### src/rtl/wb_arbiter.sv
`default_nettype none
// ============================================================================
// Module  : wb_arbiter
// Two-requester pipelined Wishbone arbiter with an outstanding-request cap and
// an ordered drain phase before the bus can change hands.
// Rev     : 1.0
// ============================================================================
module wb_arbiter #(
  parameter int ADDR_BITS       = 23,
  parameter int BYTES           = 2,
  parameter int MAX_OUTSTANDING = 4
) (
  input  logic                   clk,
  input  logic                   sresetn,

  input  logic                   s0_wb_cyc,
  input  logic                   s0_wb_stb,
  input  logic                   s0_wb_we,
  input  logic [ADDR_BITS-1:0]   s0_wb_addr,
  input  logic [BYTES*8-1:0]     s0_wb_dat_m2s,
  input  logic [BYTES-1:0]       s0_wb_sel,
  output logic                   s0_wb_ack,
  output logic                   s0_wb_stall,
  output logic [BYTES*8-1:0]     s0_wb_dat_s2m,

  input  logic                   s1_wb_cyc,
  input  logic                   s1_wb_stb,
  input  logic                   s1_wb_we,
  input  logic [ADDR_BITS-1:0]   s1_wb_addr,
  input  logic [BYTES*8-1:0]     s1_wb_dat_m2s,
  input  logic [BYTES-1:0]       s1_wb_sel,
  output logic                   s1_wb_ack,
  output logic                   s1_wb_stall,
  output logic [BYTES*8-1:0]     s1_wb_dat_s2m,

  output logic                   m_wb_cyc,
  output logic                   m_wb_stb,
  output logic                   m_wb_we,
  output logic [ADDR_BITS-1:0]   m_wb_addr,
  output logic [BYTES*8-1:0]     m_wb_dat_m2s,
  output logic [BYTES-1:0]       m_wb_sel,
  input  logic                   m_wb_ack,
  input  logic                   m_wb_stall,
  input  logic [BYTES*8-1:0]     m_wb_dat_s2m,

  output logic                   err_spurious_ack
);

  localparam logic [1:0] ST_IDLE  = 2'd0;
  localparam logic [1:0] ST_OWN0  = 2'd1;
  localparam logic [1:0] ST_OWN1  = 2'd2;
  localparam logic [1:0] ST_DRAIN = 2'd3;

  localparam logic [3:0] MAX_OUT  = 4'(MAX_OUTSTANDING);

  logic [1:0] state_q, state_d;
  logic       last_grant_q, last_grant_d;
  logic [3:0] outstanding_q, outstanding_d;
  logic       err_spurious_q, err_spurious_d;

  logic       owner_is_s1;
  logic       owner_cyc;
  logic       at_cap;
  logic       ack_valid;
  logic       accept;

  always_comb begin
    owner_is_s1 = (state_q == ST_OWN1);
    owner_cyc   = owner_is_s1 ? s1_wb_cyc : s0_wb_cyc;
    at_cap      = (outstanding_q == MAX_OUT);
    // An ack with nothing in flight is neither counted nor forwarded.
    ack_valid   = m_wb_ack && (outstanding_q != 4'd0);
    accept      = m_wb_stb && !m_wb_stall;
  end

  always_ff @(posedge clk) begin
    if (!sresetn) begin
      state_q        <= ST_IDLE;
      last_grant_q   <= 1'b1;
      outstanding_q  <= 4'd0;
      err_spurious_q <= 1'b0;
    end else begin
      state_q        <= state_d;
      last_grant_q   <= last_grant_d;
      outstanding_q  <= outstanding_d;
      err_spurious_q <= err_spurious_d;
    end
  end

  always_comb begin
    state_d        = state_q;
    last_grant_d   = last_grant_q;
    outstanding_d  = outstanding_q + {3'd0, accept} - {3'd0, ack_valid};
    err_spurious_d = err_spurious_q | (m_wb_ack && (outstanding_q == 4'd0));
    case (state_q)
      ST_IDLE: begin
        if (s0_wb_cyc && s1_wb_cyc) begin
          last_grant_d = ~last_grant_q;
          state_d      = last_grant_q ? ST_OWN0 : ST_OWN1;
        end else if (s0_wb_cyc) begin
          last_grant_d = 1'b0;
          state_d      = ST_OWN0;
        end else if (s1_wb_cyc) begin
          last_grant_d = 1'b1;
          state_d      = ST_OWN1;
        end
      end
      ST_OWN0, ST_OWN1: begin
        if (!owner_cyc) begin
          state_d = (outstanding_d == 4'd0) ? ST_IDLE : ST_DRAIN;
        end
      end
      ST_DRAIN: begin
        if (outstanding_d == 4'd0) begin
          state_d = ST_IDLE;
        end
      end
      default: state_d = ST_IDLE;
    endcase
  end

  always_comb begin
    m_wb_cyc     = 1'b0;
    m_wb_stb     = 1'b0;
    m_wb_we      = owner_is_s1 ? s1_wb_we      : s0_wb_we;
    m_wb_addr    = owner_is_s1 ? s1_wb_addr    : s0_wb_addr;
    m_wb_dat_m2s = owner_is_s1 ? s1_wb_dat_m2s : s0_wb_dat_m2s;
    m_wb_sel     = owner_is_s1 ? s1_wb_sel     : s0_wb_sel;
    s0_wb_stall  = 1'b1;
    s1_wb_stall  = 1'b1;
    s0_wb_ack    = 1'b0;
    s1_wb_ack    = 1'b0;
    case (state_q)
      ST_OWN0: begin
        m_wb_cyc    = 1'b1;
        m_wb_stb    = s0_wb_cyc && s0_wb_stb && !at_cap;
        s0_wb_stall = m_wb_stall || at_cap;
        s0_wb_ack   = ack_valid;
      end
      ST_OWN1: begin
        m_wb_cyc    = 1'b1;
        m_wb_stb    = s1_wb_cyc && s1_wb_stb && !at_cap;
        s1_wb_stall = m_wb_stall || at_cap;
        s1_wb_ack   = ack_valid;
      end
      ST_DRAIN: begin
        // Remaining acks belong to whoever owned the bus last.
        m_wb_cyc = 1'b1;
        if (last_grant_q) begin
          s1_wb_ack = ack_valid;
        end else begin
          s0_wb_ack = ack_valid;
        end
      end
      default: ;
    endcase
  end

  assign s0_wb_dat_s2m    = m_wb_dat_s2m;
  assign s1_wb_dat_s2m    = m_wb_dat_s2m;
  assign err_spurious_ack = err_spurious_q;

endmodule
`default_nettype wire

### config.mk
export PLATFORM = sky130hd
export DESIGN_NAME = wb_arbiter
export DESIGN_NICKNAME = d
export VERILOG_FILES = /design/src/rtl/wb_arbiter.sv
export SDC_FILE = /design/constraint.sdc
export NUM_CORES = 1
export LEC_CHECK = 0
export ABC_AREA = 0
export BUFFER_PORTS_ARGS = -buffer_cell sky130_fd_sc_hd__buf_2
export CAP_MARGIN = 20
export CORE_MARGIN = 4
export CORE_UTILIZATION = 32
export CTS_BUF_LIST = sky130_fd_sc_hd__clkbuf_8
export DETAILED_ROUTE_END_ITERATION = 16
export PLACE_DENSITY = 0.92
export SYNTH_ARGS = -nofsm -noshare
export SYNTH_HDL_FRONTEND = slang
export SYNTH_SLANG_ARGS = --single-unit
export TNS_END_PERCENT = 50
### constraint.sdc
create_clock -name clk -period 4.18 [get_ports clk]
set_input_delay 0.418 -clock clk [delete_from_list [all_inputs] [get_ports clk]]
set_output_delay 0.418 -clock clk [all_outputs]
set_load 0.005 [all_outputs]
==> flow_metrics.env <==
export IMPL_max_clock_freq_ghz=0.281
export IMPL_path_max_fanout=4
export IMPL_finalPower_uw=1180
export IMPL_mostFrequentLayoutCell="buf_2"
export IMPL_relSlewSlack_pct=61.6
export IMPL_drtIter0Drc=30
export IMPL_clock_sink_count=8
export IMPL_hold_viol=0
export IMPL_hpwlAfterDp_um=4430
export IMPL_grt_overflow_total=0
export IMPL_nNetsFinal=392
export IMPL_insertedDiodeCount=0
export IMPL_synth_ff_latch_count=8
export IMPL_period_share_pct=85.0
export IMPL_routedWlPerCell_um=15.8
export IMPL_grt_pass1_vias=1543
export IMPL_r2r_end="state_q[0]"
export IMPL_drv_cap=0
export IMPL_htreeDepth=1
export IMPL_worst_slew_pin_slew_ps=574
export IMPL_criticalPathCategory="register to register"
export IMPL_end_kind="register"
export IMPL_ant_nets=0
export IMPL_post_place_ws_ps=633
export IMPL_r2r_start="state_q[0]"
export IMPL_place_congestion=0.909
export IMPL_cp_start_kind="register"
export IMPL_rows=23
export IMPL_hold_end="last_grant_q"
export IMPL_syn_inst=163
export IMPL_grt_max_degree=46
export IMPL_clkTransAtPathRegs_ps=40
export IMPL_cts_root_buf="clkbuf_8"
export IMPL_synth_area_sq_mm=0.00140
export IMPL_finalInstanceArea_sq_mm=0.00196
export IMPL_io_buffers=140
export IMPL_required_ps=4320
export IMPL_cp_arrival_ps=3690
export IMPL_grtUsageTotal_pct=16.0
export IMPL_syn_area_per_cell_sq_um=8.61
export IMPL_insertion_delay_ps=230
export IMPL_finClkSkew_ps=4.66
export IMPL_powerDensity_mw_per_mm2=602
export IMPL_start_util_pct=34.1
export IMPL_setup_ws_ps=627
export IMPL_grt_antenna_before_repair=0
export IMPL_period_needed_ps=3550
export IMPL_drt_first_pass_iters=4
export IMPL_crit_path_start="state_q[0]"
export IMPL_synth_distinct_cells=30
export IMPL_die_width_um=74.2
export IMPL_peakVddDrop_mv=0.308
export IMPL_wirelength_um=5060
export IMPL_outcome="finished, final reports clean"
export IMPL_ctsResizeCount=0
export IMPL_setup_viol=0
export IMPL_grt_pass1_wl_um=6900
export IMPL_ioPinCount=189
export IMPL_area_delta_synth_final_pct=39.4
export IMPL_r2r_slack_ps=630
export IMPL_leakage_uw=0.00105
export IMPL_drc=0
export IMPL_hold_class="input port to register"
export IMPL_core_sq_mm=0.00412
export IMPL_rsz0062_at_grt="false"
export IMPL_final_setup_tns_ps=0
export IMPL_clockBufferDepth=2
export IMPL_syn_nets=283
export IMPL_whs_path_depth=2
export IMPL_yosys_warnings=0
export IMPL_dieArea_sq_mm=0.00551
export IMPL_die_h_um=74.2
export IMPL_cts_hold_buffers_added=0
export IMPL_place_area_sq_mm=0.00192
export IMPL_vias=1531
export IMPL_seq_area_frac_synth_pct=11.4
export IMPL_drv_slew=0
export IMPL_drive_gt1_share_pct=70.7
export IMPL_layout_common_cells="buf_2 (140), mux2_2 (43), inv_1 (13)"
export IMPL_post_cts_buffers=0
export IMPL_hold_start="sresetn"
export IMPL_viasPerCell=4.78
export IMPL_cts_tree="done"
export IMPL_ff2ff_path_depth=13
export IMPL_cts_buffers=3
-- through the flow --
| stage | utilization [%] | cells | hold slack, ps |
|---|---|---|---|
| floorplan | - | 163 | 461 |
| global placement | 46.5 | 317 | 455 |
| global route | 47.6 | 320 | 429 |
| CTS | 47.6 | 320 | 404 |
| finish | 47.6 | 320 | 409 |
| detailed placement | 46.5 | 317 | 460 |
-- worst max path at each step --
| stage | endpoint | slack, ps | depth (start not counted) |
|---|---|---|---|
| floorplan | state_q[0] | 780 | 15 |
| finish | state_q[0] | 630 | 13 |
| CTS | state_q[0] | 630 | 13 |
| detailed placement | state_q[0] | 630 | 13 |
| global route | state_q[0] | 420 | 14 |
| global placement | state_q[0] | 870 | 13 |
-- worst max-delay path, cell delays in order (launching register included) --
cell and delay, ps:
dfxtp_1 410, inv_1 120, ha_1 350, nand2_1 70, or3_1 310, ha_1 280, inv_1 60, ha_1 180
inv_1 70, fa_1 590, nand3b_1 100, a2111oi_1 530, o32ai_1 160, a211oi_1 240
-- report_power, final --
group / internal (uW) / switching, uW / total (uW)
combinational: 486 / 456 / 942
sequential: 112 / 30.2 / 142
clock: 62.5 / 32.3 / 94.8
total: 660 / 518 / 1180
-- cell families (layout without fill, tap and decap cells) --
family,count (synthesis),after routing,synth area share (%)
adders and majority gates,12,12,11.2
xor gates and xnor gates,2,2,1.25
muxes,43,43,34.5
buffers and inverters,50,157,22.1
and+or+nand+nor,29,29,10.1
DFF,8,8,11.4
AOI/OAI and AO/OA,19,19,9.45
-- registers in the layout, indices dropped and copies added (netlist names) --
signal,cells
last_grant_q,1
err_spurious_ack,1
outstanding_q,4
state_q,2
-- cells in the mapped netlist --
master	count	area, sq um
a21o_1	1	7.51
ha_1	11	138
nand3_1	1	5.00
nor2_1	10	37.5
nand2_1	10	37.5
or3_2	1	7.51
buf_2	2	10.0
a22oi_1	1	7.51
dfxtp_1	8	160
o32ai_1	2	17.5
a22o_1	1	8.76
nand3b_1	1	7.51
nand2b_1	1	6.26
buf_1	2	7.51
and2_1	2	12.5
or3_1	1	6.26
a211oi_1	2	15.0
a2111oi_1	2	20.0
inv_1	13	48.8
xnor2_1	1	8.76
buf_4	32	240
o221ai_1	1	8.76
mux2_2	43	484
and2_2	1	7.51
fa_1	1	20.0
clkbuf_1	1	3.75
a31oi_1	2	12.5
a21oi_1	7	35.0
xor2_1	1	8.76
nand2b_4	1	13.8
-- final cells by class --
cell class | instances | area [sq um]
flip-flops and latches | 8 | 160
repair buffers | 141 | 708
fillers | 420 | 2160
multi-input cells | 105 | 936
inverters | 13 | 48.8
well taps | 50 | 62.6
clock buffers | 3 | 41.3
-- per-layer routing --
layer	share of wire (%)	routed length [um]	track usage, %
met5	0	0	0
met4	1.8	91	4.94
met3	11	547	4.86
met2	52	2650	30.1
met1	35	1770	17.0
Note: power is estimated with default switching activity, not from simulation.
